$ cat src/rtl/router_pkg.sv
// rtl/router_pkg.sv - shared constants and helpers for the router packet FIFO
package router_pkg;

    // Header byte layout: length lives above the two low tag bits
    localparam int HDR_LEN_LSB = 2;

    // Default channel geometry
    localparam int DEF_DATA_W = 8;
    localparam int DEF_DEPTH  = 16;

    // Occupancy counter width: must represent 0..depth inclusive
    function automatic int level_width(input int depth);
        return $clog2(depth) + 1;
    endfunction

endpackage

$ cat src/rtl/router_fifo_mem.sv
// rtl/router_fifo_mem.sv - FIFO storage array, one write port and one registered read port
module router_fifo_mem #(
    parameter int DATA_W = 8,
    parameter int DEPTH  = 16
) (
    input  logic                     clk,
    input  logic                     wr_en,
    input  logic [$clog2(DEPTH)-1:0] wr_addr,
    input  logic [DATA_W:0]          wr_data,
    input  logic                     rd_en,
    input  logic [$clog2(DEPTH)-1:0] rd_addr,
    output logic [DATA_W:0]          rd_data
);

    logic [DATA_W:0] mem [DEPTH];

    // Write port: store {hdr_tag, data}; contents are never reset
    always_ff @(posedge clk) begin
        if (wr_en) begin
            mem[wr_addr] <= wr_data;
        end
    end

    // Read port: output register loads only on a read and holds otherwise
    always_ff @(posedge clk) begin
        if (rd_en) begin
            rd_data <= mem[rd_addr];
        end
    end

endmodule

$ cat src/rtl/router_pkt_fifo.sv
// rtl/router_pkt_fifo.sv - per-destination packet FIFO with flags, level and packet tracking
module router_pkt_fifo
    import router_pkg::*;
#(
    parameter int DATA_W   = DEF_DATA_W,
    parameter int DEPTH    = DEF_DEPTH,
    parameter int AF_LEVEL = DEPTH - 2,
    parameter int AE_LEVEL = 2
) (
    input  logic                            clk,
    input  logic                            resetn,
    input  logic                            soft_reset,
    input  logic                            write_enb,
    input  logic                            read_enb,
    input  logic                            lfd_state,
    input  logic [DATA_W-1:0]               datain,
    output logic [DATA_W-1:0]               dataout,
    output logic                            dataout_valid,
    output logic                            pkt_last,
    output logic                            full,
    output logic                            empty,
    output logic                            almost_full,
    output logic                            almost_empty,
    output logic [level_width(DEPTH)-1:0]   level,
    output logic                            ovf_err,
    output logic                            unf_err
);

    localparam int PTR_W = $clog2(DEPTH);
    localparam int LVL_W = level_width(DEPTH);
    localparam int REM_W = DATA_W - 1;
    localparam int LEN_W = DATA_W - HDR_LEN_LSB;

    logic [PTR_W-1:0] wr_ptr;
    logic [PTR_W-1:0] rd_ptr;
    logic [REM_W-1:0] rem;
    logic             lfd_q;
    logic             out_loaded;
    logic             clear;
    logic             wr_acc;
    logic             rd_acc;
    logic [DATA_W:0]  rd_entry;
    logic [LEN_W-1:0] hdr_len;

    // Flags decode from the level register only
    assign full         = (level == LVL_W'(DEPTH));
    assign empty        = (level == '0);
    assign almost_full  = (level >= LVL_W'(AF_LEVEL));
    assign almost_empty = (level <= LVL_W'(AE_LEVEL));

    // Flush and reset take priority over any request at the same edge
    assign clear  = !resetn || soft_reset;
    assign wr_acc = !clear && write_enb && !full;
    assign rd_acc = !clear && read_enb && !empty;

    router_fifo_mem #(
        .DATA_W (DATA_W),
        .DEPTH  (DEPTH)
    ) u_mem (
        .clk     (clk),
        .wr_en   (wr_acc),
        .wr_addr (wr_ptr),
        .wr_data ({lfd_q, datain}),
        .rd_en   (rd_acc),
        .rd_addr (rd_ptr),
        .rd_data (rd_entry)
    );

    // The storage register has no reset, so present zero until the first read after a clear
    assign dataout = out_loaded ? rd_entry[DATA_W-1:0] : '0;
    assign hdr_len = rd_entry[DATA_W-1:HDR_LEN_LSB];

    // The popped entry is only visible after its read edge, so the packet
    // counter is advanced one cycle later while that entry is on dataout;
    // rem therefore still describes the bytes before the one being presented
    assign pkt_last = dataout_valid && !rd_entry[DATA_W] && (rem == REM_W'(1));

    // Pointers and occupancy
    always_ff @(posedge clk) begin
        if (clear) begin
            wr_ptr <= '0;
            rd_ptr <= '0;
            level  <= '0;
        end else begin
            if (wr_acc) begin
                wr_ptr <= wr_ptr + PTR_W'(1);
            end
            if (rd_acc) begin
                rd_ptr <= rd_ptr + PTR_W'(1);
            end
            case ({wr_acc, rd_acc})
                2'b10:   level <= level + LVL_W'(1);
                2'b01:   level <= level - LVL_W'(1);
                default: level <= level;
            endcase
        end
    end

    // Header tag delay and read-side output strobes
    always_ff @(posedge clk) begin
        if (clear) begin
            lfd_q         <= 1'b0;
            dataout_valid <= 1'b0;
            out_loaded    <= 1'b0;
        end else begin
            lfd_q         <= lfd_state;
            dataout_valid <= rd_acc;
            if (rd_acc) begin
                out_loaded <= 1'b1;
            end
        end
    end

    // Packet byte counter, driven by the entry currently on dataout
    always_ff @(posedge clk) begin
        if (clear) begin
            rem <= '0;
        end else if (dataout_valid) begin
            if (rd_entry[DATA_W]) begin
                rem <= REM_W'(hdr_len) + REM_W'(1);
            end else if (rem != '0) begin
                rem <= rem - REM_W'(1);
            end
        end
    end

    // Sticky error flags for rejected requests
    always_ff @(posedge clk) begin
        if (clear) begin
            ovf_err <= 1'b0;
            unf_err <= 1'b0;
        end else begin
            if (write_enb && full) begin
                ovf_err <= 1'b1;
            end
            if (read_enb && empty) begin
                unf_err <= 1'b1;
            end
        end
    end

endmodule

$ cat config.mk
export PLATFORM = sky130hd
export DESIGN_NAME = router_pkt_fifo
export DESIGN_NICKNAME = d
export VERILOG_FILES = /design/src/rtl/router_pkg.sv /design/src/rtl/router_fifo_mem.sv /design/src/rtl/router_pkt_fifo.sv
export SDC_FILE = /design/constraint.sdc
export NUM_CORES = 1
export LEC_CHECK = 0
export CAP_MARGIN = 5
export CORE_MARGIN = 8
export CORE_UTILIZATION = 40
export DETAILED_ROUTE_END_ITERATION = 10
export GPL_TIMING_DRIVEN = 0
export PLACE_DENSITY = 0.63
export SLEW_MARGIN = 20
export SYNTH_ARGS = -nofsm -noshare
export SYNTH_HDL_FRONTEND = slang
export SYNTH_SLANG_ARGS = --single-unit
$ cat constraint.sdc
create_clock -name clk -period 8.87 [get_ports clk]
set_clock_uncertainty 0.1 [all_clocks]
set_input_delay 2.2175 -clock clk [delete_from_list [all_inputs] [get_ports clk]]
set_output_delay 2.2175 -clock clk [all_outputs]
set_load 0.005 [all_outputs]
# [Word-level counts from Yosys, hierarchy flattened]
# Memories as Yosys holds them, arrays and structs flattened. A register that Yosys moved wholly into a read port is not among the register bits.
# Cells that the tools add are included.
[totals] reg_bits=25 ramBits=144 in_bits=14 output_inout_bits=21 elab_cells=47 mem_count=1
[memory_table] memory="u_mem.mem" words=16 word_bits=9 read_ports=1 rd_ports_with_merged_regs=1 wr=1 line="router_fifo_mem.sv:15" text="logic [DATA_W:0] mem [DEPTH];"
[op_classes] addsub=6 magnitude_cmp=2 eq_ne=4 muxes=6 reduce_logical=19
[op_table] cell="$mux W7" n=2
[op_table] cell="$pmux W5 S2" n=1
[op_table] cell="$add A4 B1 Y4 const B" n=2
[op_table] cell="$logic_and A1 B1 Y1" n=8
[op_table] cell="$mux W8" n=1
[op_table] cell="$add A6 B1 Y7 const B" n=1
[op_table] cell="$eq A7 B1 Y1 const B" n=1
[op_table] cell="$reduce_bool A7 Y1" n=1
[op_table] cell="$sub A7 B1 Y7 const B" n=1
[op_table] cell="$add A5 B1 Y5 const B" n=1
[op_table] cell="$eq A5 B5 Y1 const B" n=1
[op_table] cell="$ge A5 B4 Y1 const B" n=1
[op_table] cell="$le A5 B2 Y1 const B" n=1
[op_table] cell="$logic_not A1 Y1" n=5
[op_table] cell="$logic_not A5 Y1" n=1
[op_table] cell="$sub A5 B1 Y5 const B" n=1
[op_table] cell="$reduce_bool A2 Y1" n=2
[op_table] cell="$eq A2 B1 Y1 const B" n=1
[op_table] cell="$eq A2 B2 Y1 const B" n=1
[op_table] cell="$mux W1" n=2
[op_table] cell="$reduce_and A2 Y1" n=1
[op_table] cell="$logic_or A1 B1 Y1" n=1

# [Longest topological paths before layout]
# Gate-level depths: netlist (run 1).
[depth] depth_word=7 ltp_mapped=10 depth_no_buf=9

# [Modules after synthesis]
# Synthesis (run 1) repeated with hierarchy kept, for this count alone.
[unflattened] cells_unflattened=434 hier_area_um2=7345.8
[by_module_without_submodules] mod="router_fifo_mem" n_inst=1 cells_each=254 area_per_inst_um2=5870.6 seq_area_each_um2=4594.4
[by_module_without_submodules] mod="router_pkt_fifo" n_inst=1 cells_each=180 area_per_inst_um2=1475.2 seq_area_each_um2=500.5

# [Worst setup path after synthesis (run 1)]
# Ideal clock, no wire load.
[synth_path] path_kind="input to register" startpoint="in soft_reset" endpoint="reg level[4]" setup_time_ps=128 arrival_time_ps=4317 required_time_ps=8642 path_slack_ps=4325 path_stages=10 path_buffers=2 cell_sequence="nand2b_1 clkbuf_1 clkbuf_1 nor2_1 ha_1 ha_1 a21oi_1 a211oi_1 o211ai_1 o31ai_1"
[synth_between] elab_chain_len=6 elab_cells_between_ends=10 cone_classes="2 x eq/ne; 1 x mux; 7 x reduce/logical"
[synth_lines] element="start, declared" line="router_pkt_fifo.sv:12" text="input logic soft_reset,"
[synth_lines] element="$logic_or A1 B1 Y1 *" line="router_pkt_fifo.sv:52" text="assign clear = !resetn || soft_reset;"
[synth_lines] element="$logic_not A1 Y1 *" line="router_pkt_fifo.sv:54" text="assign rd_acc = !clear && read_enb && !empty;"
[synth_lines] element="$logic_and A1 B1 Y1 * (2 in series)" line="router_pkt_fifo.sv:54"
[synth_lines] element="net rd_acc" line="router_pkt_fifo.sv:41" text="logic rd_acc;"
[synth_lines] element="$eq A2 B1 Y1 or $eq A2 B2 Y1 (tied branches)" line="router_pkt_fifo.sv:91" text="case ({wr_acc, rd_acc})"
[synth_lines] element="$pmux W5 S2 or $reduce_bool A2 Y1 (tied branches)"
[synth_lines] element="end signal, assigned" line="router_pkt_fifo.sv:92" text="2'b10: level <= level + LVL_W'(1);"
[synth_lines] element="end signal, assigned" line="router_pkt_fifo.sv:93" text="2'b01: level <= level - LVL_W'(1);"
[synth_lines] element="end signal, assigned" line="router_pkt_fifo.sv:94" text="default: level <= level;"
[synth_lines] element="end, declared" line="router_pkt_fifo.sv:24" text="output logic [level_width(DEPTH)-1:0] level,"
# The timed path passes the listed nets; every way through them passes the cells marked *.
# A chain may end at the register's enable or synchronous reset.

# [Final worst setup path (run 1)]
# Ends and elaborated chain as after synthesis.

==> flow_metrics.env, run 1 <==
export IMPL_grt_pass1_vias=4092
export IMPL_critical_path_endpoint_type="flop"
export IMPL_grt_setup_unrepaired="no"
export IMPL_drt_iter0_drc=332
export IMPL_r2r_end="level[4]"
export IMPL_rrSetupSlack_ns=5.59
export IMPL_whs_path_depth=2
export IMPL_max_vdd_ir_drop_mv=0.138
export IMPL_final_hold_violation_count=0
export IMPL_post_place_ws_ns=3.34
export IMPL_ant_nets=0
export IMPL_htreeDepth=4
export IMPL_worstHoldEndpoint="ovf_err"
export IMPL_cts_hold_buffers=0
export IMPL_std_cell_rows=49
export IMPL_overflow=0
export IMPL_cts_buffers=17
export IMPL_dp_hpwl_um=9870
export IMPL_hold_class="flop to flop"
export IMPL_worstPathRequired_ns=9.11
export IMPL_synth_ff_type="edfxtp_1"
export IMPL_synth_area_leader_cell="edfxtp_1"
export IMPL_max_freq_mhz=196
export IMPL_grt_pass1_wl_um=23800
export IMPL_design_die_area_mm2=0.0227
export IMPL_clkPwrFrac_pct=45.8
export IMPL_yosys_top_cells_count="edfxtp_1, mux4_2, nor2_1"
export IMPL_grt_max_degree=17
export IMPL_wl_per_cell_um=20.6
export IMPL_swShare_pct=19.9
export IMPL_synth_nets=462
export IMPL_seqPwrFrac_pct=52.2
export IMPL_synth_edff_count=153
export IMPL_die_x_um=151
export IMPL_internal_power_mw=1.40
export IMPL_viasPerCell=5.50
export IMPL_p_per_area_mw_per_mm2=204
export IMPL_fin_setup_tns_ns=0
export IMPL_wirelength_um=15100
export IMPL_startpoint="soft_reset"
export IMPL_post_synth_cell_area_avg_um2=16.7
export IMPL_layout_drive_gt1_share_pct=16.2
export IMPL_async_flop_share_pct=0
export IMPL_critical_path_class="input pin to flop"
export IMPL_tightest_slew_ns=0.919
export IMPL_dr_pass1_iters=5
export IMPL_initial_utilization_pct=40.6
export IMPL_ys_ff_latch=178
export IMPL_arrival_ns=5.34
export IMPL_setup_viol=0
export IMPL_syn2layout_area_growth_pct=17.6
export IMPL_hold_start="ovf_err"
export IMPL_vias=4012
export IMPL_nFillCells=1518
export IMPL_utilization_pct=47.7
export IMPL_start_kind="input pin"
export IMPL_yosysWarningCount=0
export IMPL_synth_top_cell_area_share_pct=63.3
export IMPL_comb_power_share_pct=1.9
export IMPL_synth_area_mm2=0.00726
export IMPL_clock_latency_ns=0.43
export IMPL_path_clk_slew_ns=0.06
export IMPL_die_h_um=151
export IMPL_p_switching_mw=0.347
export IMPL_slew_viol_final=0
export IMPL_postSynthCellCount=435
export IMPL_io_buffers=34
export IMPL_cts_root_buf="clkbuf_16"
export IMPL_clock_path_buffers=2
export IMPL_reg2reg_depth=10
export IMPL_synth_area_leaders="edfxtp_1, mux4_2, dfxtp_1"
export IMPL_drc_errors=0
export IMPL_diodes=0
export IMPL_antenna_found_initial=0
export IMPL_pin_count=35
export IMPL_core_area_mm2=0.0179
export IMPL_min_period_ns=5.10
export IMPL_nets=515
export IMPL_fin_ws_ns=3.77
export IMPL_fin_crit_sh_pct=57.5
export IMPL_synth_most_common_cell="edfxtp_1"
export IMPL_ys_seq_area_share_pct=70.2
export IMPL_cellLeakagePower_nw=2.74
export IMPL_worst_r2r_startpoint="level[0]"
export IMPL_cts_sinks=178
export IMPL_yosysUniqueCellTypes=43
export IMPL_cts_tree="yes"
export IMPL_cts_setup_buffers=0
export IMPL_crit_fanout=10
export IMPL_track_usage_pct=14.2
export IMPL_place_gp_congestion=0.820
export IMPL_max_cap_violations=0
export IMPL_run_status="completed"
export IMPL_cts_resized=0
export IMPL_slew_headroom_pct=38.5
power groups by stage:
| stage | Combinational [mW] | Clock (mW) | Sequential [mW] |
|---|---|---|---|
| floorplan | 0.0124 | 0 | 0.929 |
| global placement | 0.0325 | 0 | 0.930 |
| detailed placement | 0.0341 | 0 | 0.930 |
| CTS | 0.0344 | 0.818 | 0.912 |
| global route | 0.0372 | 0.851 | 0.912 |
| finish | 0.0336 | 0.800 | 0.912 |
area by class of cell:
cell class              count  area [um^2]  area share [%]
plain buffers              22         92.6            1.08
multi-input cells         226         2060            24.1
clock buffers              19          433            5.07
repair buffers             34          340            3.98
clock inverters            13          199            2.33
well taps                 229          287            3.35
flip-flops and latches    178         5090            59.7
inverters                   9         33.8           0.396
logic make-up (layout without fill, tap and decap cells):
group | count (synthesis) | count (layout) | synth area share, %
DFF | 178 | 178 | 70.2
and+or+nand+nor | 103 | 103 | 6.96
AOI/OAI and AO/OA | 61 | 61 | 6.01
muxes | 39 | 39 | 11.6
buffers and inverters | 31 | 97 | 1.74
adders and majority gates | 13 | 13 | 2.34
xor gates and xnor gates | 10 | 10 | 1.21
state kept, by name, indices dropped and copies added (netlist names):
signal,cells
u_mem.mem,144
u_mem.rd_data,9
out_loaded,1
unf_err,1
rem,7
level,5
lfd_q,1
ovf_err,1
wr_ptr,4
rd_ptr,4
dataout_valid,1
cell usage in the layout (no fill, tap or decap), types with 2 or more instances in the layout:
master and count:
nor3_2 4, nor2b_1 4, and4b_1 2, or4_1 3
xor2_1 5, mux4_2 36, o31ai_1 2, xnor2_1 5
a22oi_1 18, nor3_1 3, a2111oi_0 2, edfxtp_1 153
and2_1 11, o21ai_0 5, clkbuf_1 17, dfxtp_1 25
a21oi_1 15, bufinv_16 4, inv_6 4, mux2i_1 3
o211ai_1 5, nor4_1 2, clkdlybuf4s50_1 34, a211oi_1 5
buf_2 5, inv_1 9, clkbuf_16 17, ha_1 12
nand2b_1 5, and3_1 2, nand3_1 9, nor2_1 34
clkinvlp_4 3, nand2_1 21
routing by layer:
| layer | vias to the layer above | global-route usage (%) | routed length, um |
|---|---|---|---|
| met5 | - | 0 | 0 |
| met1 | 2060 | 19.3 | 6960 |
| li1 | 1821 | - | - |
| met4 | 0 | 4.85 | 154 |
| met3 | 17 | 3.91 | 826 |
| met2 | 114 | 21.7 | 7120 |
metrics by stage:
stage	instance area, um^2	instances	total power, mW	hold WS, ns
final	8540	730	1.75	0.378
after global routing	8540	730	1.80	0.423
after CTS	8540	730	1.76	0.374
after detailed placement	7910	698	0.965	0.360
after global placement	7890	698	0.963	0.347
after floorplan	7260	435	0.942	0.360
how the worst max path moves through the flow:
stage               end  cells after the start
3_5_place_dp   level[4]                     11
5_1_grt        level[4]                     11
4_1_cts        level[4]                     11
6_report       level[4]                     11
3_3_place_gp   level[4]                     11
2_1_floorplan  level[4]                     10
critical path, cell delays in order:
cell and delay, ns:
clkdlybuf4s50_1 0.41, nand2b_1 0.14, clkbuf_1 0.22, clkbuf_1 0.28
nor2_1 0.69, ha_1 0.41, ha_1 0.32, a21oi_1 0.21
and4b_1 0.25, o211ai_1 0.09, o31ai_1 0.10
Power figures use the tool's default switching activity.
==> run 2, diff against run 1 <==
Clock period 8.87 ns to 4.85 ns, I/O delays scaled along.
==> results of run 2 <==
Same layout as run 1 (identical final DEF). Status: completed.
Main changes from that run: setup slack after placement 3.34 ns -> 0.324 ns; setup slack after layout 3.77 ns -> 0.755 ns; register-to-register setup slack 5.59 ns -> 1.57 ns; total power 1.75 mW -> 3.19 mW; worst IR drop on VDD 0.138 mV -> 0.252 mV
==> run 3, diff against run 2 <==
Clock period 4.85 ns to 4.1 ns, I/O delays scaled along.
==> run 3 against run 2 <==
Non-clock buffer count did not move. Count of clock-buffer cells in the layout did not move. Sequential power grew 18%. Die area stayed put. Clock power increased by 18%. Power rose by 18%. Combinational power increased by 19%. Worst hold slack barely moved. Register-to-register slack worse by 0.65 ns. Setup slack worse by 0.32 ns. First-iteration DRC count is 1.2% higher. Critical path depth unchanged. Critical endpoint unchanged. Largest cell class unchanged.
==> flow_metrics.env, run 3 (synthesis results as in run 1) <==
export IMPL_run_status="completed"
export IMPL_seqPwrFrac_pct=52.2
export IMPL_syn2layout_area_growth_pct=17.6
export IMPL_htreeDepth=4
export IMPL_max_cap_violations=0
export IMPL_p_switching_mw=0.754
export IMPL_comb_power_share_pct=1.9
export IMPL_drc_errors=0
export IMPL_top_layer_used="met4"
export IMPL_post_dp_cell_area_mm2=0.00791
export IMPL_grt_setup_unrepaired="no"
export IMPL_clock_latency_ns=0.44
export IMPL_wl_met2_um=7030
export IMPL_grt_max_degree=17
export IMPL_dp_hpwl_um=9870
export IMPL_setup_viol=0
export IMPL_cts_hold_buffers=0
export IMPL_min_period_ns=3.66
export IMPL_nFillCells=1517
export IMPL_std_cell_rows=49
export IMPL_hold_class="flop to flop"
export IMPL_drt_iter0_drc=336
export IMPL_largest_register="u_mem.mem"
export IMPL_clock_path_buffers=2
export IMPL_design_power_total_mw=3.78
export IMPL_core_area_mm2=0.0179
export IMPL_start_kind="input pin"
export IMPL_path_clk_slew_ns=0.06
export IMPL_cts_root_buf="clkbuf_16"
export IMPL_initial_utilization_pct=40.6
export IMPL_internal_power_mw=3.03
export IMPL_layout_drive_gt1_share_pct=16.4
export IMPL_pin_count=35
export IMPL_critical_path_class="input pin to flop"
export IMPL_viasPerCell=5.48
export IMPL_tightest_slew_ns=0.934
export IMPL_final_cell_mix="edfxtp_1, mux4_2, clkdlybuf4s50_1, nor2_1, dfxtp_1"
export IMPL_antenna_found_initial=0
export IMPL_overflow=0
export IMPL_swShare_pct=19.9
export IMPL_wirelength_um=15000
export IMPL_die_h_um=151
export IMPL_layout_commonest_cell="edfxtp_1"
export IMPL_design_die_area_mm2=0.0227
export IMPL_diodes=0
export IMPL_grt_pass1_wl_um=23800
export IMPL_arrival_ns=3.91
export IMPL_fin_ws_ns=0.435
export IMPL_cellLeakagePower_nw=2.74
export IMPL_critical_path_endpoint_type="flop"
export IMPL_fin_crit_sh_pct=89.4
export IMPL_place_gp_congestion=0.820
export IMPL_post_place_ws_ns=-0.238
export IMPL_crit_fanout=10
export IMPL_cts_buffers=17
export IMPL_die_x_um=151
export IMPL_wl_met1_um=6920
export IMPL_vias=4002
export IMPL_largest_register_ff_count=144
export IMPL_wl_per_cell_um=20.6
export IMPL_final_hold_violation_count=0
export IMPL_track_usage_pct=14.2
export IMPL_slew_viol_final=0
export IMPL_slew_headroom_pct=37.5
export IMPL_clkPwrFrac_pct=45.9
export IMPL_worstPathRequired_ns=4.35
export IMPL_dr_pass1_iters=5
export IMPL_final_cell_area_mm2=0.00854
export IMPL_cts_tree="yes"
export IMPL_cts_setup_buffers=0
export IMPL_p_per_area_mw_per_mm2=442
export IMPL_nets=515
export IMPL_cts_sinks=178
export IMPL_ant_nets=0
export IMPL_grt_pass1_vias=4092
export IMPL_wl_met3_um=892
export IMPL_max_vdd_ir_drop_mv=0.303
export IMPL_largestRegisters="u_mem.mem x144, u_mem.rd_data x9, rem x7"
export IMPL_io_buffers=34
export IMPL_max_freq_mhz=273
-- run 3: path summary, 6_finish.rpt --
| check | from | endpoint | slack [ns] | cells past startpoint |
|---|---|---|---|---|
| worst max-delay path | soft_reset | level[4] | 0.44 | 11 |
| worst min-delay path | ovf_err | ovf_err | 0.38 | 2 |
| worst max register to register | level[0] | level[4] | 0.92 | 10 |
| worst min register to register | ovf_err | ovf_err | 0.38 | 2 |
-- run 3: power by group through the flow --
stage	Combinational (mW)	Clock, mW	Sequential [mW]
6_report	0.0729	1.73	1.97
5_1_grt	0.0807	1.84	1.97
3_5_place_dp	0.0739	0	2.01
3_3_place_gp	0.0703	0	2.01
4_1_cts	0.0743	1.77	1.97
2_1_floorplan	0.0269	0	2.01
-- run 3: final cells by class --
cell class                      count  area, um^2  share of cell area (%)
Tap cell                          229         287                    3.35
Sequential cell                   178        5090                    59.6
Clock buffer                       19         433                    5.07
Inverter                            9        33.8                   0.395
Timing Repair Buffer               34         340                    3.98
Multi-Input combinational cell    226        2060                    24.2
Buffer                             22        92.6                    1.08
Clock inverter                     13         199                    2.33
-- run 3: stage by stage --
| step | hold WS (ns) | utilization, % | std cells | TNS, ns |
|---|---|---|---|---|
| 6_report | 0.377 | 47.7 | 730 | 0 |
| 5_1_grt | 0.423 | 47.7 | 730 | 0 |
| 4_1_cts | 0.374 | 47.7 | 730 | 0 |
| 3_5_place_dp | 0.360 | 44.2 | 698 | -0.490 |
| 3_3_place_gp | 0.347 | 44.1 | 698 | -3.70 |
| 2_1_floorplan | 0.360 | - | 435 | 0 |
-- run 3: repair_timing --
action,CTS,global route
resized for setup,0,1
hold endpoints to repair,0,0
endpoints found under the setup margin,0,1
-- run 3: per-layer routing --
metal	vias to the layer above	GRT usage, %
met3	19	3.91
met1	2055	19.3
met4	0	4.85
met5	-	0
met2	107	21.7
li1	1821	-
-- run 3: critical path, cell delays in order --
cell	delay, ns
clkdlybuf4s50_1	0.41
nand2b_1	0.14
clkbuf_1	0.22
clkbuf_1	0.29
nor2_2	0.48
ha_1	0.38
ha_1	0.32
a21oi_1	0.21
and4b_1	0.25
o211ai_1	0.09
o31ai_1	0.10
